### config.mk
export PLATFORM = sky130hd
export DESIGN_NAME = lsu_mmio_gen2
export DESIGN_NICKNAME = d
export VERILOG_FILES = /design/src/rtl/lsu_gen2_pkg.sv /design/src/rtl/lsu_lane_align.sv /design/src/rtl/lsu_mmio_gen2.sv
export SDC_FILE = /design/constraint.sdc
export NUM_CORES = 2
export LEC_CHECK = 0
export CORE_AREA = 2 2 372 374
export CTS_CLUSTER_SIZE = 8
export DETAILED_ROUTE_END_ITERATION = 6
export DIE_AREA = 0 0 374 376
export PLACE_DENSITY = 0.63
export SYNTH_ARGS = -nofsm -noshare
export SYNTH_HDL_FRONTEND = slang
export SYNTH_SLANG_ARGS = --single-unit
### constraint.sdc
create_clock -name i_clk -period 3.4 [get_ports i_clk]
set_clock_uncertainty 0.2 [all_clocks]
set_input_delay 1.02 -clock i_clk [delete_from_list [all_inputs] [get_ports i_clk]]
set_output_delay 1.02 -clock i_clk [all_outputs]
set_load 0.02 [all_outputs]
### src/rtl/lsu_gen2_pkg.sv
// Shared types and defaults for the MMIO load/store unit.
package lsu_gen2_pkg;

  typedef enum logic [1:0] {
    SZ_B = 2'b00,
    SZ_H = 2'b01,
    SZ_W = 2'b10
  } size_e;

  typedef enum logic [1:0] {
    IDLE,
    MEM_WAIT,
    RESP
  } state_e;

  typedef enum logic [1:0] {
    R_DMEM,
    R_OUT,
    R_IN,
    R_NONE
  } region_e;

  localparam logic [31:0] DMEM_BASE_DEF = 32'h0000_2000;
  localparam int          DMEM_BYTES_DEF = 8192;
  localparam logic [31:0] OUT_BASE_DEF  = 32'h0000_7000;
  localparam logic [31:0] IN_BASE_DEF   = 32'h0000_7800;

  // Size code 2'b11 has no legal alignment, so it is always rejected.
  function automatic logic is_misaligned(input logic [1:0] size, input logic [1:0] off);
    return (size == 2'b11) ||
           ((size == SZ_H) && off[0]) ||
           ((size == SZ_W) && (off != 2'b00));
  endfunction

endpackage

### src/rtl/lsu_lane_align.sv
// Byte-lane steering: store replication + byte mask, or load extraction + extension.
module lsu_lane_align
  import lsu_gen2_pkg::*;
(
  input  logic        i_we,
  input  logic [1:0]  i_size,
  input  logic        i_unsigned,
  input  logic [1:0]  i_off,
  input  logic [31:0] i_data,
  output logic [31:0] o_data,
  output logic [3:0]  o_bmask
);

  logic [15:0] shifted;

  always_comb begin
    shifted = 16'(i_data >> {i_off, 3'b000});
    o_data  = i_data;
    o_bmask = 4'hF;
    if (i_we) begin
      case (i_size)
        SZ_B: begin
          o_data  = {4{i_data[7:0]}};
          o_bmask = 4'b0001 << i_off;
        end
        SZ_H: begin
          o_data  = {2{i_data[15:0]}};
          o_bmask = i_off[1] ? 4'b1100 : 4'b0011;
        end
        default: ;
      endcase
    end else begin
      // Word loads pass through untouched; i_unsigned only matters below a word.
      case (i_size)
        SZ_B:    o_data = {{24{~i_unsigned & shifted[7]}}, shifted[7:0]};
        SZ_H:    o_data = {{16{~i_unsigned & shifted[15]}}, shifted[15:0]};
        default: ;
      endcase
    end
  end

endmodule

### src/rtl/lsu_mmio_gen2.sv
// Load/store unit decoding data memory, output-register bank and synchronised input bank.
module lsu_mmio_gen2
  import lsu_gen2_pkg::*;
#(
  parameter int          NUM_OUT    = 16,
  parameter int          NUM_IN     = 8,
  parameter logic [31:0] DMEM_BASE  = DMEM_BASE_DEF,
  parameter int          DMEM_BYTES = DMEM_BYTES_DEF,
  parameter logic [31:0] OUT_BASE   = OUT_BASE_DEF,
  parameter logic [31:0] IN_BASE    = IN_BASE_DEF,
  parameter int          TIMEOUT    = 255
)(
  input  logic                            i_clk,
  input  logic                            i_rst_n,
  input  logic                            i_req,
  input  logic                            i_we,
  input  logic [1:0]                      i_size,
  input  logic                            i_unsigned,
  input  logic [31:0]                     i_addr,
  input  logic [31:0]                     i_wdata,
  output logic                            o_ready,
  output logic                            o_done,
  output logic [31:0]                     o_rdata,
  output logic                            o_err,
  output logic                            o_mem_req,
  output logic                            o_mem_we,
  output logic [$clog2(DMEM_BYTES)-3:0]   o_mem_addr,
  output logic [31:0]                     o_mem_wdata,
  output logic [3:0]                      o_mem_bmask,
  input  logic                            i_mem_ack,
  input  logic [31:0]                     i_mem_rdata,
  input  logic [NUM_IN*32-1:0]            i_io_in,
  output logic [NUM_OUT*32-1:0]           o_io_out
);

  localparam int          MAW       = $clog2(DMEM_BYTES) - 2;
  localparam int          OIW       = (NUM_OUT > 1) ? $clog2(NUM_OUT) : 1;
  localparam int          IIW       = (NUM_IN > 1) ? $clog2(NUM_IN) : 1;
  localparam int          CW        = $clog2(TIMEOUT + 1);
  localparam logic [31:0] DMEM_MASK = ~(32'(DMEM_BYTES) - 32'd1);
  localparam logic [31:0] OUT_SPAN  = 32'(NUM_OUT * 4);
  localparam logic [31:0] IN_SPAN   = 32'(NUM_IN * 4);

  state_e          state_reg, state_next;
  logic [CW-1:0]   cnt_reg, cnt_next;
  region_e         region;
  logic [31:0]     out_off, in_off;
  logic [OIW-1:0]  out_idx;
  logic [IIW-1:0]  in_idx;
  logic            accept, misal;

  logic [31:0]     out_reg  [NUM_OUT];
  logic [31:0]     sync_reg [NUM_IN];
  logic [31:0]     in_reg   [NUM_IN];

  logic            mem_req_reg, mem_we_reg;
  logic [MAW-1:0]  mem_addr_reg;
  logic [31:0]     mem_wdata_reg;
  logic [3:0]      mem_bmask_reg;
  logic [1:0]      ld_size_reg, ld_off_reg;
  logic            ld_uns_reg;
  logic            done_reg, err_reg;
  logic [31:0]     rdata_reg;

  logic [31:0]     st_data, ld_data, ld_src, st_mask32;
  logic [3:0]      st_bmask, ld_bmask;
  logic [1:0]      ld_size, ld_off;
  logic            ld_uns;
  logic            fin, fin_err, issue, out_wr, mem_drop;
  logic [31:0]     fin_data;

  assign accept  = i_req && (state_reg == IDLE);
  assign misal   = is_misaligned(i_size, i_addr[1:0]);
  assign out_idx = out_off[OIW+1:2];
  assign in_idx  = in_off[IIW+1:2];

  // Out-of-window offsets wrap to huge values, so one unsigned compare bounds each bank.
  always_comb begin
    out_off = i_addr - OUT_BASE;
    in_off  = i_addr - IN_BASE;
    if ((i_addr & DMEM_MASK) == DMEM_BASE) region = R_DMEM;
    else if (out_off < OUT_SPAN)           region = R_OUT;
    else if (in_off < IN_SPAN)             region = R_IN;
    else                                   region = R_NONE;
  end

  // The load aligner sees the live request in IDLE and the captured request while waiting on memory.
  assign ld_size = (state_reg == MEM_WAIT) ? ld_size_reg : i_size;
  assign ld_off  = (state_reg == MEM_WAIT) ? ld_off_reg  : i_addr[1:0];
  assign ld_uns  = (state_reg == MEM_WAIT) ? ld_uns_reg  : i_unsigned;
  assign ld_src  = (state_reg == MEM_WAIT) ? i_mem_rdata :
                   (region == R_IN)        ? in_reg[in_idx] : out_reg[out_idx];

  lsu_lane_align u_store (
    .i_we       (1'b1),
    .i_size     (i_size),
    .i_unsigned (i_unsigned),
    .i_off      (i_addr[1:0]),
    .i_data     (i_wdata),
    .o_data     (st_data),
    .o_bmask    (st_bmask)
  );

  lsu_lane_align u_load (
    .i_we       (1'b0),
    .i_size     (ld_size),
    .i_unsigned (ld_uns),
    .i_off      (ld_off),
    .i_data     (ld_src),
    .o_data     (ld_data),
    .o_bmask    (ld_bmask)
  );

  assign st_mask32 = {{8{st_bmask[3]}}, {8{st_bmask[2]}}, {8{st_bmask[1]}}, {8{st_bmask[0]}}};

  always_comb begin
    state_next = state_reg;
    cnt_next   = cnt_reg;
    fin        = 1'b0;
    fin_err    = 1'b0;
    fin_data   = '0;
    issue      = 1'b0;
    out_wr     = 1'b0;
    mem_drop   = 1'b0;
    case (state_reg)
      IDLE: begin
        if (accept) begin
          if (misal || (region == R_NONE)) begin
            state_next = RESP;
            fin        = 1'b1;
            fin_err    = 1'b1;
          end else if (region == R_DMEM) begin
            state_next = MEM_WAIT;
            issue      = 1'b1;
            cnt_next   = '0;
          end else begin
            state_next = RESP;
            fin        = 1'b1;
            fin_data   = i_we ? 32'd0 : ld_data;
            out_wr     = i_we && (region == R_OUT);
          end
        end
      end
      MEM_WAIT: begin
        if (i_mem_ack) begin
          state_next = RESP;
          fin        = 1'b1;
          mem_drop   = 1'b1;
          fin_data   = mem_we_reg ? 32'd0 : ld_data;
        end else if (cnt_reg == CW'(TIMEOUT - 1)) begin
          state_next = RESP;
          fin        = 1'b1;
          fin_err    = 1'b1;
          mem_drop   = 1'b1;
        end else begin
          cnt_next = cnt_reg + CW'(1);
        end
      end
      RESP:    state_next = IDLE;
      default: state_next = IDLE;
    endcase
  end

  always_ff @(posedge i_clk or negedge i_rst_n) begin
    if (!i_rst_n) begin
      state_reg     <= IDLE;
      cnt_reg       <= '0;
      mem_req_reg   <= 1'b0;
      mem_we_reg    <= 1'b0;
      mem_addr_reg  <= '0;
      mem_wdata_reg <= '0;
      mem_bmask_reg <= '0;
      ld_size_reg   <= '0;
      ld_off_reg    <= '0;
      ld_uns_reg    <= 1'b0;
      done_reg      <= 1'b0;
      err_reg       <= 1'b0;
      rdata_reg     <= '0;
    end else begin
      state_reg <= state_next;
      cnt_reg   <= cnt_next;
      if (issue) begin
        mem_req_reg   <= 1'b1;
        mem_we_reg    <= i_we;
        mem_addr_reg  <= i_addr[MAW+1:2];
        mem_wdata_reg <= st_data;
        mem_bmask_reg <= i_we ? st_bmask : ld_bmask;
        ld_size_reg   <= i_size;
        ld_off_reg    <= i_addr[1:0];
        ld_uns_reg    <= i_unsigned;
      end else if (mem_drop) begin
        mem_req_reg <= 1'b0;
      end
      done_reg <= fin;
      err_reg  <= fin && fin_err;
      if (fin) rdata_reg <= fin_data;
    end
  end

  always_ff @(posedge i_clk or negedge i_rst_n) begin
    if (!i_rst_n) begin
      for (int i = 0; i < NUM_OUT; i++) out_reg[i] <= '0;
    end else if (out_wr) begin
      out_reg[out_idx] <= (out_reg[out_idx] & ~st_mask32) | (st_data & st_mask32);
    end
  end

  // Two-flop synchroniser; the second stage is the architecturally visible input register.
  always_ff @(posedge i_clk or negedge i_rst_n) begin
    if (!i_rst_n) begin
      for (int i = 0; i < NUM_IN; i++) begin
        sync_reg[i] <= '0;
        in_reg[i]   <= '0;
      end
    end else begin
      for (int i = 0; i < NUM_IN; i++) begin
        sync_reg[i] <= i_io_in[i*32 +: 32];
        in_reg[i]   <= sync_reg[i];
      end
    end
  end

  genvar gi;
  generate
    for (gi = 0; gi < NUM_OUT; gi++) begin : g_out
      assign o_io_out[gi*32 +: 32] = out_reg[gi];
    end
  endgenerate

  assign o_ready     = (state_reg == IDLE);
  assign o_done      = done_reg;
  assign o_err       = err_reg;
  assign o_rdata     = rdata_reg;
  assign o_mem_req   = mem_req_reg;
  assign o_mem_we    = mem_we_reg;
  assign o_mem_addr  = mem_addr_reg;
  assign o_mem_wdata = mem_wdata_reg;
  assign o_mem_bmask = mem_bmask_reg;

endmodule

Word-level counts from Yosys, hierarchy flattened
Cells that the tools add are included.
{"block": "totals", "out_inout_bits": 596, "inputBits": 360, "word_cells": 160, "regBits": 1122}
{"block": "op_classes", "eq_ne": 16, "shifts": 2, "n_addsub": 3, "muxes": 62, "n_lt_le_gt_ge": 5, "bitwise": 9, "reduce_logical": 18}
{"cell": "512-bit bitwise mux", "count": 1}
{"cell": "32-bit two-way mux", "count": 13}
{"cell": "32-bit case mux with 2 select lines", "count": 3}
{"cell": "32-bit binary-select mux with 4-bit select", "count": 1}
{"cell": "32-bit demux with 4-bit select", "count": 1}
{"cell": "32-bit binary-select mux with 3-bit select", "count": 1}
{"cell": "32-bit bitwise AND", "count": 2}
{"cell": "32-bit by 15-bit subtractor with 32-bit output (second input constant)", "count": 2}
{"cell": "8-bit two-way mux", "count": 5}
{"cell": "32-bit by 6-bit less-than comparator with 1-bit output (second input constant)", "count": 1}
{"cell": "32-bit by 7-bit less-than comparator with 1-bit output (second input constant)", "count": 1}
{"cell": "32-bit NOT", "count": 1}
{"cell": "32-bit bitwise OR", "count": 1}
{"cell": "32-bit by 5-bit right shift with 16-bit output", "count": 1}
{"cell": "1-bit two-way mux", "count": 21}
{"cell": "19-bit by 1-bit == test with 1-bit output (second input constant)", "count": 1}
{"cell": "2-bit two-way mux", "count": 9}
{"cell": "8-bit case mux with 2 select lines", "count": 1}
{"cell": "8-bit by 1-bit adder with 8-bit output (second input constant)", "count": 1}
{"cell": "2-bit by 1-bit == test with 1-bit output (second input constant)", "count": 4}
{"cell": "2-bit == test (second input constant)", "count": 4}
{"cell": "8-bit == test (second input constant)", "count": 1}
{"cell": "2-bit logical NOT", "count": 4}
{"cell": "4-bit two-way mux", "count": 2}
{"cell": "other kinds (19)", "count": 33}

Longest topological paths before layout
{"block": "logic_depth", "word_depth": 16, "depth_mapped": 14, "depth_no_buf": 10}

By module
A second synthesis with hierarchy kept.
{"block": "hier_totals", "hier_cells": 2853, "area_unflattened_um2": 45596.2}
{"module": "lsu_mmio_gen2", "n_inst": 1, "cells_each": 2531, "area_per_inst_um2": 43249.0, "seq_area_each_um2": 28076.9}
{"module": "lsu_lane_align", "n_inst": 2, "cells_each": 161, "area_per_inst_um2": 1173.6, "seq_area_each_um2": 0.0}

Worst setup path before layout
No wires, ideal clock.
{"block": "synth_timing", "kind": "input -> register", "from": "input port i_addr[3]", "to": "register rdata_reg[14], in the netlist o_rdata[14]", "n_path_buf": 5, "cell_stages": 11, "setup_ns": 0.130, "t_arrival_ns": 4.024, "t_required_ns": 3.070, "path_slack_ns": -0.953, "path_cell_list": "buf_2 -> buf_2 -> buf_2 -> clkbuf_1 -> clkbuf_1 -> mux4_2 -> mux4_2 -> mux2_2 -> a211o_1 -> nor4b_1 -> o31ai_1"}
{"block": "synth_via", "elab_chain_len": 16, "elab_cells_between_ends": 35, "classes_between": "add/sub: 2; order compare: 2; eq/ne: 2; shift: 1; mux: 23; bitwise: 3; reduce/logical: 2"}
{"element": "from (decl)", "line_no": "lsu_mmio_gen2.sv:19", "rtl": "input logic [31:0] i_addr,"}
{"element": "32-bit by 15-bit subtractor with 32-bit output", "line_no": "lsu_mmio_gen2.sv:80", "rtl": "in_off = i_addr - IN_BASE;"}
{"element": "32-bit by 6-bit less-than comparator with 1-bit output", "line_no": "lsu_mmio_gen2.sv:83", "rtl": "else if (in_off < IN_SPAN) region = R_IN;"}
{"element": "1-bit two-way mux", "line_no": "lsu_mmio_gen2.sv:83"}
{"element": "2-bit two-way mux", "line_no": "lsu_mmio_gen2.sv:82", "rtl": "else if (out_off < OUT_SPAN) region = R_OUT;"}
{"element": "2-bit two-way mux", "line_no": "lsu_mmio_gen2.sv:81", "rtl": "if ((i_addr & DMEM_MASK) == DMEM_BASE) region = R_DMEM;"}
{"element": "2-bit == test", "line_no": "lsu_mmio_gen2.sv:92", "rtl": "(region == R_IN) ? in_reg[in_idx] : out_reg[out_idx];"}
{"element": "32-bit two-way mux", "line_no": "lsu_mmio_gen2.sv:92"}
{"element": "32-bit two-way mux", "line_no": "lsu_mmio_gen2.sv:91", "rtl": "assign ld_src = (state_reg == MEM_WAIT) ? i_mem_rdata :"}
{"element": "32-bit by 5-bit right shift with 16-bit output", "line_no": "lsu_lane_align.sv:17", "rtl": "shifted = 16'(i_data >> {i_off, 3'b000});"}
{"element": "1-bit bitwise AND", "line_no": "lsu_lane_align.sv:35", "rtl": "SZ_B: o_data = {{24{~i_unsigned & shifted[7]}}, shifted[7:0]};"}
{"element": "32-bit case mux with 2 select lines", "line_no": "lsu_lane_align.sv:34", "rtl": "case (i_size)"}
{"element": "32-bit two-way mux", "line_no": "lsu_mmio_gen2.sv:139", "rtl": "fin_data = i_we ? 32'd0 : ld_data;"}
{"element": "32-bit two-way mux", "line_no": "lsu_mmio_gen2.sv:132", "rtl": "end else if (region == R_DMEM) begin"}
{"element": "32-bit two-way mux", "line_no": "lsu_mmio_gen2.sv:128", "rtl": "if (misal || (region == R_NONE)) begin"}
{"element": "32-bit two-way mux", "line_no": "lsu_mmio_gen2.sv:127", "rtl": "if (accept) begin"}
{"element": "32-bit case mux with 2 select lines", "line_no": "lsu_mmio_gen2.sv:125", "rtl": "case (state_reg)"}
{"element": "to (signal assigned)", "line_no": "lsu_mmio_gen2.sv:196", "rtl": "if (fin) rdata_reg <= fin_data;"}
{"element": "to (decl)", "line_no": "lsu_mmio_gen2.sv:63", "rtl": "logic [31:0] rdata_reg;"}
Several ways; a longest one is shown, not always the timed one. The select of a mux whose other input is x is not followed.
A chain may end at the register's enable or synchronous reset.

Worst setup path after layout
{"block": "layout_timing", "from": "input port i_addr[23]", "to": "register rdata_reg[30], in the netlist o_rdata[30]"}
{"block": "layout_via", "elab_chain_len": 16, "elab_cells_between_ends": 29, "classes_between": "add/sub: 2; order compare: 2; eq/ne: 3; shift: 1; mux: 17; bitwise: 2; reduce/logical: 2"}
{"element": "32-bit by 15-bit subtractor with 32-bit output", "line_no": "lsu_mmio_gen2.sv:80"}
{"element": "32-bit by 6-bit less-than comparator with 1-bit output", "line_no": "lsu_mmio_gen2.sv:83"}
{"element": "1-bit two-way mux", "line_no": "lsu_mmio_gen2.sv:83"}
{"element": "2-bit two-way mux", "line_no": "lsu_mmio_gen2.sv:82"}
{"element": "2-bit two-way mux *", "line_no": "lsu_mmio_gen2.sv:81"}
{"element": "2-bit == test", "line_no": "lsu_mmio_gen2.sv:92"}
{"element": "32-bit two-way mux", "line_no": "lsu_mmio_gen2.sv:92"}
{"element": "32-bit two-way mux", "line_no": "lsu_mmio_gen2.sv:91"}
{"element": "32-bit by 5-bit right shift with 16-bit output", "line_no": "lsu_lane_align.sv:17"}
{"element": "1-bit bitwise AND (on tied branches)", "line_no": "lsu_lane_align.sv:36, lsu_lane_align.sv:35"}
{"element": "32-bit case mux with 2 select lines", "line_no": "lsu_lane_align.sv:34"}
{"element": "32-bit two-way mux", "line_no": "lsu_mmio_gen2.sv:139"}
{"element": "32-bit two-way mux", "line_no": "lsu_mmio_gen2.sv:132"}
{"element": "32-bit two-way mux", "line_no": "lsu_mmio_gen2.sv:128"}
{"element": "32-bit two-way mux", "line_no": "lsu_mmio_gen2.sv:127"}
{"element": "32-bit case mux with 2 select lines", "line_no": "lsu_mmio_gen2.sv:125"}
Mark *: on every way between the ends. The rest lies on a longest branch, timed or not.

==> results.cfg <==
[outcome]
outcome = finished with violations
violations = setup timing

[yosys]
synth_seq_cells = 1122
yosys_warnings = 0
netlist_instances = 3385
ys.flop_type = dfrtp_1
synth_fa_ha_area_share_pct = 0.0870
synth-simple-area-share_pct = 8.86
synth_compound_area_share_pct = 9.85
postSynthAreaPerCell_um2 = 12.7
yosysUniqueCellTypes = 78
synth_top_family_by_area = multiplexers
synthMuxAreaShare_pct = 13.6
syn_area_um2 = 43100
synth_edf_count = 0
async_flop_share_pct = 100
syn_nets = 3748
seq_area_frac_synth_pct = 65.1
synth_xor_area_share_pct = 0.0203

[pwr]
switching_share_pct = 23.4
p_leak_uw = 0.0270
clockPowerShare_pct = 47.0
p_seq_share_pct = 45.4
p_switching_uw = 7110
combPwrFrac_pct = 7.7
p_int_uw = 23300
powerDensity_nw_per_um2 = 477
irDropWorstVdd_v = 0.000445

[clock_tree]
cts.sinks = 1122
clockRootBuffer = clkbuf_16
numCtsBuffers = 159
cts_tree = built
cts_buffer_depth = 3
clkSlewWorstSetupHoldPaths_ns = 0.06
clk_latency_ns = 0.81
htree_levels = 4

[worst_setup_path]
crit_arrival_ns = 4.20
start_kind = input port
critPathKind = input port to flop
cp.required_ns = 3.86
end_kind = flop
r2r_cells = 11
path_max_fanout = 8

[drt]
drt_iter0_markers = 2927
wire_per_inst_um = 29.1
ant_nets = 0
dr.pass1.iters = 7
drc_errors = 0
avgViaCountPerCell = 5.20
num_vias = 33700
drt_wl_total_um = 189000

[placed_design]
place_ws_ns = -1.63
hpwlAfterDp_um = 144000
gp_congestion = 0.952
io_buffers = 955

[layout]
final_nets = 5035
largest_reg_flops = 512
fill_cells = 12100
area_growth_pct = 47.6
layout-drive-gt1-share_pct = 21.4

[sta]
max_freq_mhz = 268
finalCritPeriodShare_pct = 110
worst_pin_slew_ns = 0.897
final.setup.worst_slack_ns = -0.334
hold_viol = 0
whs_ns = 0.132
rsz0062_at_grt = true
fin_crit_ns = 3.73
final-setup-viol-count = 32
finalMaxSlewViolations = 0
relSlewSlack_pct = 40.0

[global_route]
grtUsageMet1_pct = 32.9
grt_pass1_wl_um = 260000
use_met2_pct = 42.9
grt.overflow.total = 0
grt_max_degree = 126
top_usage_layer = met2
grt_pass1_vias = 33800
antenna_found_initial = 27
met3_usage_pct = 6.49
grt_usage_pct = 26.2

[floorplan]
die_h_um = 376
core_area_um2 = 137000
die_w_um = 374
num_rows = 136
fp.dieArea_um2 = 141000
ios = 956
start_util_pct = 31.6

[hold_path]
hold_path_depth = 0
hold_class = flop to flop

[flow_run]
maxCapViolations = 0
==> cell families (layout without fill, tap and decap cells) <==
| family | Yosys count | count (layout) |
|---|---|---|
| flip-flops | 1122 | 1122 |
| XOR/XNOR | 1 | 1 |
| AND/OR/NAND/NOR | 934 | 934 |
| other | 0 | 7 |
| adder cells (fa/ha/maj) | 3 | 3 |
| AO/OA/AOI/OAI | 769 | 769 |
| buffers and inverters | 250 | 1556 |
| multiplexers | 306 | 306 |
==> critical path, stage by stage <==
cell and delay [ns]:
buf_6 0.09, or4_4 0.55, or4_4 0.48, o41a_1 0.39, buf_4 0.17, o2111ai_4 0.19, buf_6 0.16, nor3_2 0.06
nor4_2 0.23, buf_4 0.18, nor3_4 0.05, o31ai_4 0.26, buf_6 0.15, buf_12 0.14, o21ai_2 0.06
==> final cells by class <==
cell class	count	area, um2	area share, %
antenna	7	17.5	0.0275
clock buffer	168	4090	6.41
clock inverter	12	278	0.436
inverter	5	18.8	0.0295
multi-input combinational	2013	14800	23.3
sequential	1122	28100	44.1
tap	1794	2240	3.52
timing repair buffer	1371	14100	22.2
==> power groups by stage <==
stage	Sequential (uW)	Combinational, uW	Clock (uW)
CTS	13800	2340	14500
global placement	14000	2300	0
detailed placement	14000	2310	0
finish	13800	2330	14300
global route	13800	2480	15100
floorplan	14000	735	0
==> routing by layer <==
metal / vias to the layer above / wire length, um
met5: - / 149
met4: 24 / 9260
met3: 395 / 14400
met2: 1552 / 90900
met1: 17300 / 74200
li1: 14500 / -
==> cell usage in the layout (no fill, tap or decap), types with 6 or more instances in the layout <==
master           instances
and2_1                   7
a31oi_1                 13
dfrtp_1               1122
mux2i_1                 49
nand2_4                  7
nor3_2                   8
diode_2                  7
nand3_1                 21
nor3_1                   9
buf_4                  290
o31ai_1                  6
nand2_2                 11
a21oi_4                 11
buf_12                  98
buf_8                    6
a22oi_1                 14
mux4_2                 219
a21oi_2                 21
clkbuf_16              169
o21ai_1                400
mux2i_4                  6
o21ai_0                172
nor2_2                   6
clkdlybuf4s50_1        938
mux2_2                  25
nor2b_1                  7
nor2_1                  95
o21ai_2                 27
o211ai_1                12
a211oi_1                 9
a2111o_1                 6
a21oi_1                 40
buf_6                   17
nand2_1                696
==> through the flow <==
step	std cells	total power (uW)	utilization (%)	TNS [ns]	instance area [um2]
after floorplan	3385	14700	-	-153.73	44200
after CTS	6469	30600	46.2	-5.71	63200
final	6492	30400	46.6	-7.92	63700
after detailed placement	6266	16300	42.7	-565.72	58300
after global routing	6488	31300	46.6	-9.48	63700
after global placement	6266	16300	42.7	-560.92	58300
==> synth_stat cells (all sizes together) (10+ instances only) <==
cell type,count,share of area (%)
nor2,102,0.89
nand2,717,6.2
nor3,22,0.27
or3,10,0.15
a31oi,19,0.29
o211ai,13,0.26
dfrtp,1122,65
a21oi,72,0.84
mux2,26,0.68
a211oi,10,0.17
buf,51,0.66
clkbuf,192,1.7
o21ai,599,7.0
mux2i,58,1.3
nand3,25,0.30
a22oi,16,0.28
mux4,222,12
==> path summary, 6_finish.rpt <==
kind                                             endpoint                 startpoint  slack [ns]
min in group asynchronous             in_reg[4]$_DFF_PN0_                    i_rst_n        0.55
worst max-delay path              o_rdata[30]$_DFFE_PN0P_                 i_addr[23]       -0.33
worst max register to register    o_rdata[30]$_DFFE_PN0P_  o_io_out[495]$_DFFE_PN0P_        0.15
worst min register to register      in_reg[248]$_DFF_PN0_    sync_reg[248]$_DFF_PN0_        0.13
worst min-delay path                in_reg[248]$_DFF_PN0_    sync_reg[248]$_DFF_PN0_        0.13
max in group asynchronous       o_io_out[219]$_DFFE_PN0P_                    i_rst_n        1.35
==> timing repair <==
action                                  CTS  global route
hold buffers                              1             0
endpoints found under the setup margin  542           196
cloned                                    2             8
hold endpoints to repair                 20             0
setup buffers                            21            12
pin swaps                                38            31
resized for setup                       112            65
Power figures use the tool's default switching activity.
